$ cat config.mk
export PLATFORM = sky130hd
export DESIGN_NAME = freq_ascii_framer
export DESIGN_NICKNAME = d
export VERILOG_FILES = /design/src/rtl/freq_ascii_pkg.sv /design/src/rtl/bin2bcd_seq.sv /design/src/rtl/freq_ascii_framer.sv
export SDC_FILE = /design/constraint.sdc
export NUM_CORES = 1
export LEC_CHECK = 0
export ABC_AREA = 1
export CAP_MARGIN = 10
export CORE_MARGIN = 4
export CORE_UTILIZATION = 40
export CTS_CLUSTER_DIAMETER = 200
export DETAILED_ROUTE_END_ITERATION = 16
export PLACE_DENSITY_LB_ADDON = 0.15
export SLEW_MARGIN = 20
export SYNTH_ARGS = -nofsm -noshare
export SYNTH_HDL_FRONTEND = slang
export SYNTH_SLANG_ARGS = --single-unit
$ cat constraint.sdc
create_clock -name clk -period 1.7 [get_ports clk]
set_clock_uncertainty 0.15 [all_clocks]
set_input_delay 0.34 -clock clk [delete_from_list [all_inputs] [get_ports clk]]
set_output_delay 0.34 -clock clk [all_outputs]
set_load 0.005 [all_outputs]
$ cat src/rtl/freq_ascii_pkg.sv
// Shared constants and state encoding for the frequency-to-ASCII framer.
package freq_ascii_pkg;

    localparam int unsigned FRAME_BYTES = 11;

    localparam logic [7:0] CH_F  = 8'h46;
    localparam logic [7:0] CH_SP = 8'h20;
    localparam logic [7:0] CH_0  = 8'h30;
    localparam logic [7:0] CH_CR = 8'h0D;
    localparam logic [7:0] CH_LF = 8'h0A;

    typedef enum logic [1:0] {
        StIdle,
        StLoad,
        StShift,
        StPack
    } state_e;

endpackage

$ cat src/rtl/bin2bcd_seq.sv
// Sequential double-dabble: one cycle to arm after start, then DATA_W shift steps.
// done is high during the final step; bcd_out is final from the following cycle.
module bin2bcd_seq #(
    parameter int unsigned DATA_W = 26,
    parameter int unsigned DIGITS = 8
) (
    input  logic                  clk,
    input  logic                  rst_n,
    input  logic                  start,
    input  logic [DATA_W-1:0]     bin_in,
    output logic                  done,
    output logic [DIGITS*4-1:0]   bcd_out
);

    localparam int unsigned IterW = $clog2(DATA_W + 1);
    localparam int unsigned BcdW  = DIGITS * 4;

    logic [DATA_W-1:0] bin_q, bin_d;
    logic [BcdW-1:0]   bcd_q, bcd_d, bcd_adj;
    logic [IterW-1:0]  iter_q, iter_d;
    logic              arm_q, arm_d;
    logic              run_q, run_d;
    logic              last_step;

    assign last_step = run_q && (iter_q == IterW'(DATA_W - 1));
    assign done      = last_step;
    assign bcd_out   = bcd_q;

    // Add 3 to every nibble >= 5 ahead of the shift
    always_comb begin
        bcd_adj = bcd_q;
        for (int i = 0; i < int'(DIGITS); i++) begin
            if (bcd_q[4*i +: 4] >= 4'd5) begin
                bcd_adj[4*i +: 4] = bcd_q[4*i +: 4] + 4'd3;
            end
        end
    end

    // Next-state: load on start, clear counter while armed, then shift {bcd,bin}
    always_comb begin
        bin_d  = bin_q;
        bcd_d  = bcd_q;
        iter_d = iter_q;
        arm_d  = arm_q;
        run_d  = run_q;
        if (start) begin
            bin_d  = bin_in;
            bcd_d  = '0;
            iter_d = '0;
            arm_d  = 1'b1;
            run_d  = 1'b0;
        end else if (arm_q) begin
            iter_d = '0;
            arm_d  = 1'b0;
            run_d  = 1'b1;
        end else if (run_q) begin
            bcd_d  = {bcd_adj[BcdW-2:0], bin_q[DATA_W-1]};
            bin_d  = {bin_q[DATA_W-2:0], 1'b0};
            iter_d = iter_q + IterW'(1);
            if (last_step) begin
                run_d = 1'b0;
            end
        end
    end

    // Conversion state registers, synchronous reset aborts any conversion
    always_ff @(posedge clk) begin
        if (!rst_n) begin
            bin_q  <= '0;
            bcd_q  <= '0;
            iter_q <= '0;
            arm_q  <= 1'b0;
            run_q  <= 1'b0;
        end else begin
            bin_q  <= bin_d;
            bcd_q  <= bcd_d;
            iter_q <= iter_d;
            arm_q  <= arm_d;
            run_q  <= run_d;
        end
    end

endmodule

$ cat src/rtl/freq_ascii_framer.sv
// Periodically samples the measured frequency, converts it to decimal and
// presents an 11-byte ASCII frame ("F" + 8 digits + CR LF) with a one-cycle strobe.
module freq_ascii_framer
    import freq_ascii_pkg::*;
#(
    parameter int unsigned DATA_W       = 26,
    parameter int unsigned DIGITS       = 8,
    parameter int unsigned FRAME_PERIOD = 20_000_000,
    parameter bit          LZ_BLANK     = 1'b1
) (
    input  logic                     clk,
    input  logic                     rst_n,
    input  logic [DATA_W-1:0]        data_fx,
    output logic [FRAME_BYTES*8-1:0] data_uart,
    output logic                     txd_en,
    output logic                     busy
);

    localparam int unsigned CntW   = $clog2(FRAME_PERIOD);
    localparam int unsigned FrameW = FRAME_BYTES * 8;

    logic [CntW-1:0]     cnt_q, cnt_d;
    logic                tick;
    state_e              state_q, state_d;
    logic                conv_start;
    logic                conv_done;
    logic [DIGITS*4-1:0] bcd;
    logic [FrameW-1:0]   frame;
    logic [FrameW-1:0]   data_uart_q;
    logic                txd_en_q;

    assign tick      = (cnt_q == CntW'(FRAME_PERIOD - 1));
    assign busy      = (state_q != StIdle);
    assign data_uart = data_uart_q;
    assign txd_en    = txd_en_q;

    bin2bcd_seq #(
        .DATA_W (DATA_W),
        .DIGITS (DIGITS)
    ) u_bin2bcd (
        .clk     (clk),
        .rst_n   (rst_n),
        .start   (conv_start),
        .bin_in  (data_fx),
        .done    (conv_done),
        .bcd_out (bcd)
    );

    // Free-running sample period counter
    always_comb begin
        cnt_d = tick ? '0 : cnt_q + CntW'(1);
    end

    // Sequencer: IDLE -> LOAD -> SHIFT -> PACK; ticks outside IDLE are dropped
    always_comb begin
        state_d    = state_q;
        conv_start = 1'b0;
        case (state_q)
            StIdle: begin
                if (tick) begin
                    conv_start = 1'b1;
                    state_d    = StLoad;
                end
            end
            StLoad:  state_d = StShift;
            StShift: if (conv_done) state_d = StPack;
            StPack:  state_d = StIdle;
            default: state_d = StIdle;
        endcase
    end

    // Frame assembly with optional leading-zero blanking; units digit always shown
    always_comb begin
        logic       seen_nz;
        logic [3:0] nib;
        frame   = '0;
        seen_nz = 1'b0;
        nib     = '0;
        frame[FrameW-1 -: 8] = CH_F;
        frame[15:8]          = CH_CR;
        frame[7:0]           = CH_LF;
        for (int k = 0; k < int'(DIGITS); k++) begin
            nib = bcd[4*(int'(DIGITS)-1-k) +: 4];
            if (nib != 4'd0 || k == int'(DIGITS) - 1) begin
                seen_nz = 1'b1;
            end
            frame[8*(int'(FRAME_BYTES)-2-k) +: 8] =
                (LZ_BLANK && !seen_nz) ? CH_SP : CH_0 + {4'h0, nib};
        end
    end

    // Counter, FSM and output registers
    always_ff @(posedge clk) begin
        if (!rst_n) begin
            cnt_q       <= '0;
            state_q     <= StIdle;
            data_uart_q <= '0;
            txd_en_q    <= 1'b0;
        end else begin
            cnt_q    <= cnt_d;
            state_q  <= state_d;
            txd_en_q <= (state_q == StPack);
            if (state_q == StPack) begin
                data_uart_q <= frame;
            end
        end
    end

endmodule
==> out/qor.txt, run 1 <==
crit-path max cell delay: 0.35 ns
Root Buffer: clkbuf_16
Req. time, crit path: 1.85 ns
r2r startpoint: cnt_q[1]
R2R depth: 12
Antenna diodes: 0
cell taking the most area after synthesis: dfxtp_1
initial antenna violation count: 0
Die ar.: 18610 µm²
CTS tree: built
Hold Path End: state_q[0]
gr busiest metal: met2
dominant synthesized flop cell: dfxtp_1
crit-path cells: ha_4, nand2_4, nor2_4, nand2_4, buf_6, inv_2, nand4_1, buf_6, buf_12, buf_16, nand3_2, nand2_1
post-synthesis sequential area ratio: 0.4037
final HPWL from detailed placement: 11280 µm
outcome: finished with violations
grt met1 use: 0.2499
Avg Inst Size Synth: 7.176 µm²
Max FO, Critical Path: 5
max_cap viols: 0
Top delay family on crit path: buffers and inverters
fin crit period: 1.877 ns
Final Hold Viols: 0
final WL: 17390 µm
arrival time worst endpoint: 2.03 ns
Setup-failing EPs final: 87
Hold Crit Start: rst_n
NumNets Final: 1160
htree depth: 4
layout overhead on the synthesized area: 42.97%
met2 usage: 0.2779
Syn Inst Count: 919
# DRC: 0
clock buffer count from CTS: 17
first-pass GRT wire length: 26710 µm
Synth Cell Area: 6595 µm²
Boundary Pins: 118
starting density of the core: 0.4122
Peak Freq: 532.7 MHz
XOR/XNOR share of the synthesized area: 0.02125
Worst VDD drop: 0.7097 mV
grt total ovfl: 0
placed insts: 1268
Row Count: 46
share of cells above drive strength 1: 0.2361
Clock Tree Buf Depth: 2
total core area: 16000 µm²
Total GRT Usage: 0.1801
drt first pass iters: 5
failing checks: negative setup slack
Post-CTS Hold Fix Bufs: 0
HP Class: input port to register
gpl congestion: 0.8461
count of pins over their slew limit: 0
PwrDens: 711.7 nW/µm²
RSZ-0062 raised after global routing: yes
Synth warnings: 0
largest family of logic cells by synthesized area: simple AND/OR/NAND/NOR gates
synthesis-stage register bit count: 133
DR iter-0 viols: 403
Worst Path Buf+Inv: 5
DR vias: 6354
Post-Synth Simple-Gate Area: 0.2406
Worst setup SP type: register
Post-Synth Adder-Cell Area: 0.05312
Async SR Flop Fraction: 0
antenna-violating nets left: 0
GR Util met3: 0.03442
RR Endpoint: u_bin2bcd.bin_q[16]
Post-Layout Cell Count: 1330
Slowest-stage cell, CP: dfxtp_2
clk sink count: 133
Clock transition at path regs: 0.05 ns
synth cell count leaders: nand2_1, dfxtp_1, a21oi_1, inv_1, o21ai_0
Via density: 4.777
R2R setup slack: -0.18 ns
Synth Area in Compound Gates: 0.1461
Crit. End Element: register
mux cell area share after synthesis: 0
largest net degree at the start of global routing: 46
worst skew pair latency: 0.42 ns
synth top area cells: dfxtp_1, nand2_1, a21oi_1
drt wl/cell: 13.07 µm
port bufs: 85
area share of the largest cell type after synthesis: 0.4037
Post-synth EDFFs: 0
die height: 136.4 µm
Die Width: 136.4 µm
Worst Setup Slack, final: -0.1773 ns
WS Path Type: register to register
leakage: 4.275 nW
Final Cycle Share: 1.104
hold slack: 0.1752 ns
most frequent cell after synthesis: nand2_1
total stage count of the critical path: 12
Hold Path Depth: 3
post-synthesis cell type count: 29
vias in the first global route: 5573
layer usage:
layer / vias to the layer above / part of all wire
li1: 3263 / -
met1: 2912 / 0.48
met2: 160 / 0.45
met3: 19 / 0.055
met4: 0 / 0.016
met5: - / 0
registers in the layout, summed over array words and instances (netlist names):
| register | cells |
|---|---|
| cnt_q | 25 |
| data_uart | 40 |
| state_q | 2 |
| txd_en | 1 |
| u_bin2bcd.arm_q | 1 |
| u_bin2bcd.bcd_out | 32 |
| u_bin2bcd.bin_q | 26 |
| u_bin2bcd.iter_q | 5 |
| u_bin2bcd.run_q | 1 |
layout by cell type (no fill, tap or decap), types with 3 or more instances in the layout:
master and instances:
a21oi_1 97, clkbuf_1 3, conb_1 32, buf_16 6
clkdlybuf4s50_1 26, inv_2 10, a21oi_2 6, buf_6 10
dfxtp_1 122, buf_4 103, o21ai_1 3, nand4_1 12
xor2_1 14, o21ai_0 80, nand3b_1 3, inv_1 87
nand2_1 162, buf_12 13, clkbuf_8 3, dlygate4sd2_1 57
dfxtp_2 11, clkinv_2 6, or2_2 5, clkbuf_16 19
nor2_2 8, nor2_4 6, ha_1 24, nand3_2 14
nor3_1 6, ha_2 3, nor2_1 69, nand2_2 21
nand2_4 6, nand3_1 46
cell families (layout without fill, tap and decap cells):
group           count (synthesis)  count (layout)
buf+inv                       182             346
flops                         133             133
simple gates                  368             368
compound gates                191             191
other cells                     1              32
fa+ha+maj                      28              28
xor+xnor                       16              16
final cells by class:
class / count / area [µm²]
flip-flops and latches: 133 / 2676
multi-input cells: 635 / 3465
clock buffers: 23 / 478.0
well taps: 216 / 270.3
repair buffers: 220 / 2146
clock inverters: 6 / 30.03
inverters: 97 / 364.1
fillers: 1539 / 6571
report_power, final:
part,total (W),switching [W],internal [W]
combinational,0.000351,0.000172,0.000179
sequential,0.00315,0.0000103,0.00314
clock,0.00321,0.00128,0.00194
repair_timing:
action | 4_1_cts | 5_1_grt
gates resized for setup | 100 | 71
setup endpoints to repair | 101 | 105
gates cloned | 7 | 3
pin swaps | 10 | 30
endpoints found under the hold margin | 0 | 0
buffers inserted | 13 | 14
stage by stage:
step	setup WS, ns	area, µm²	setup TNS (ns)	utilization	total power, W
after detailed placement	-0.07468	8205	-1.673	0.5128	0.003490
after global routing	-0.2710	9429	-18.99	0.5893	0.006960
after CTS	-0.1370	9031	-6.254	0.5644	0.006711
after global placement	-0.07090	8205	-0.5814	0.5128	0.003489
after floorplan	0.002155	6743	0	-	0.003378
final	-0.1773	9429	-10.25	0.5893	0.006711
worst reg2reg max path: stages (launching register included):
cell,delay (ns)
dfxtp_2,0.35
ha_4,0.15
nand2_4,0.05
nor2_4,0.15
nand2_4,0.07
buf_6,0.11
inv_2,0.05
nand4_1,0.13
buf_6,0.18
buf_12,0.14
buf_16,0.13
nand3_2,0.05
nand2_1,0.06
worst max-delay path by stage:
| stage | start | end | slack, ns |
|---|---|---|---|
| after floorplan | cnt_q[1] | u_bin2bcd.bin_q[14] | 0.002 |
| after global placement | state_q[1] | busy | -0.07 |
| after detailed placement | state_q[1] | busy | -0.07 |
| after CTS | cnt_q[0] | u_bin2bcd.bin_q[24] | -0.14 |
| after global routing | cnt_q[1] | u_bin2bcd.bin_q[0] | -0.27 |
| final | cnt_q[1] | u_bin2bcd.bin_q[16] | -0.18 |
No activity file was read; power rests on OpenSTA's default activity.
==> run 2: changes to the inputs <==
Settings changed: SYNTH_HIERARCHICAL set to 1.
Clock period 1.7 ns to 2.3 ns, I/O delays scaled along.
==> run 2 against run 1 <==
Net effect:
- the run now ends clean
- final area decreased by 11%
- critical path type is now register to primary output
- largest power group unchanged
- via count down 5.3%
- sequential power down 27%
==> out/qor.txt, run 2 <==
Req. time, crit path: 1.69 ns
Final Hold Viols: 0
port bufs: 85
initial antenna violation count: 0
Synth Cell Area: 6927 µm²
Via density: 4.727
share of cells above drive strength 1: 0.09497
CTS tree: built
first-pass GRT wire length: 26900 µm
Clock Tree Buf Depth: 2
Worst VDD drop: 0.5424 mV
fill count: 1688
Max FO, Critical Path: 3
grt total ovfl: 0
Hold Path Depth: 2
post-synthesis sequential area ratio: 0.3844
fin crit period: 2.197 ns
Clock transition at path regs: 0.05 ns
Die ar.: 19490 µm²
Antenna diodes: 0
Root Buffer: clkbuf_16
vias in the first global route: 5670
synth cell count leaders: nand2_1, nor2_1, dfxtp_1, inv_1, nand3_1
Peak Freq: 455.1 MHz
leakage: 3.351 nW
Hold Path End: cnt_q[24]
HP Class: register to register
Avg Inst Size Synth: 7.141 µm²
# DRC: 0
max reg flops: 40
die height: 139.6 µm
Post-Layout Cell Count: 1273
R2R depth: 9
outcome: finished clean
PwrDens: 633.0 nW/µm²
NumNets Final: 1091
synthesis-stage register bit count: 133
synth top area cells: dfxtp_1, nand2_1, nor2_1
starting density of the core: 0.4133
Hold Crit Start: cnt_q[24]
final HPWL from detailed placement: 10680 µm
Total GRT Usage: 0.1633
placed insts: 1239
most frequent cells in the layout: nand2_1, nor2_1, dfxtp_1
Setup-failing EPs final: 0
total core area: 16760 µm²
Boundary Pins: 118
cell taking the most area after synthesis: dfxtp_1
clk sink count: 133
RSZ-0062 raised after global routing: no
Die Width: 139.6 µm
dominant synthesized flop cell: dfxtp_1
most frequent cell after synthesis: nand2_1
WS Path Type: register to primary output
Max-slew headroom: 0.5477
Worst setup SP type: register
post-synthesis cell type count: 35
r2r startpoint: cnt_q[1]
Crit. End Element: primary output
post-layout util: 0.5011
count of pins over their slew limit: 0
DR iter-0 viols: 292
clock buffer count from CTS: 17
hold slack: 0.3115 ns
DR vias: 6017
area share of the largest cell type after synthesis: 0.3844
largest net degree at the start of global routing: 44
gpl congestion: 0.8395
Synth warnings: 6
drt wl/cell: 12.46 µm
antenna-violating nets left: 0
most common cell after layout, fill and taps aside: nand2_1
worst skew pair latency: 0.41 ns
max_cap viols: 0
Setup TNS: 0 ns
drt first pass iters: 5
worst slew pin tran: 0.6774 ns
Post-synth EDFFs: 0
Syn Inst Count: 970
final WL: 15870 µm
RR Endpoint: u_bin2bcd/bin_q[19]
Final Cycle Share: 0.9553
Async SR Flop Fraction: 0
layout overhead on the synthesized area: 21.24%
Row Count: 47
R2R setup slack: 0.18 ns
htree depth: 4
arrival time worst endpoint: 1.59 ns
## run 2: what timing repair did
item                                    CTS  global route
endpoints found under the setup margin    1            29
pin swaps                                 0             1
setup buffers                             0             3
hold buffers                              0             0
hold endpoints to repair                  0             0
gates resized for setup                   2             4
## run 2: how the worst max path moves through the flow
stage / slack [ns] / depth (start not counted) / end / from
after floorplan: 0.18 / 9 / u_bin2bcd/bin_q[1] / cnt_q[0]
after global placement: 0.21 / 12 / u_bin2bcd/bcd_out[9] / cnt_q[1]
after detailed placement: 0.16 / 12 / u_bin2bcd/bcd_out[17] / cnt_q[1]
after CTS: 0.004 / 4 / busy / state_q[0]
after global routing: 0.002 / 12 / u_bin2bcd/bcd_out[5] / cnt_q[1]
final: 0.10 / 4 / busy / state_q[0]
## run 2: layout make-up
class / instances / area (µm²) / area share
clock buffers: 22 / 474.2 / 0.05647
clock inverters: 9 / 150.1 / 0.01788
well taps: 220 / 275.3 / 0.03278
repair buffers: 105 / 1051 / 0.1251
multi-input cells: 676 / 3371 / 0.4014
inverters: 108 / 410.4 / 0.04887
flip-flops and latches: 133 / 2666 / 0.3175
## run 2: power by group
| group | internal (W) | switching (W) | total, W |
|---|---|---|---|
| Clock | 0.00189 | 0.000985 | 0.00287 |
| Sequential | 0.00231 | 0.00000378 | 0.00231 |
| Combinational | 0.0000622 | 0.0000682 | 0.000130 |
| Total | 0.00426 | 0.00106 | 0.00532 |
## run 2: worst max-delay path, stage by stage (launching register included)
cell and delay [ns]:
dfxtp_2 0.33, inv_1 0.07, ha_2 0.20, inv_2 0.08
clkdlybuf4s50_1 0.50
## run 2: logic make-up after synthesis
| kind of cell | Yosys count | synth area share |
|---|---|---|
| compound gates | 137 | 0.1057 |
| xor+xnor | 10 | 0.01264 |
| fa+ha+maj | 22 | 0.03974 |
| buf+inv | 192 | 0.1472 |
| flops | 133 | 0.3844 |
| other cells | 1 | 0.0005414 |
| simple gates | 475 | 0.3098 |
## run 2: metal layers
layer / share of wire / global-route usage / vias up / wire length [µm]
met1: 0.49 / 0.2148 / 2718 / 7716
met4: 0.012 / 0.05252 / 0 / 196
met5: 0 / 0 / - / 0
met3: 0.042 / 0.04082 / 14 / 671
li1: - / - / 3176 / -
met2: 0.46 / 0.2644 / 109 / 7281
## run 2: metrics by stage
step | cell area (µm²) | worst slack (ns) | power (W)
final | 8398 | 0.1028 | 0.005316
after global placement | 7742 | 0.2062 | 0.002492
after CTS | 8368 | 0.004064 | 0.005374
after global routing | 8398 | 0.002196 | 0.005482
after floorplan | 7043 | 0.1785 | 0.002456
after detailed placement | 7742 | 0.1564 | 0.002491
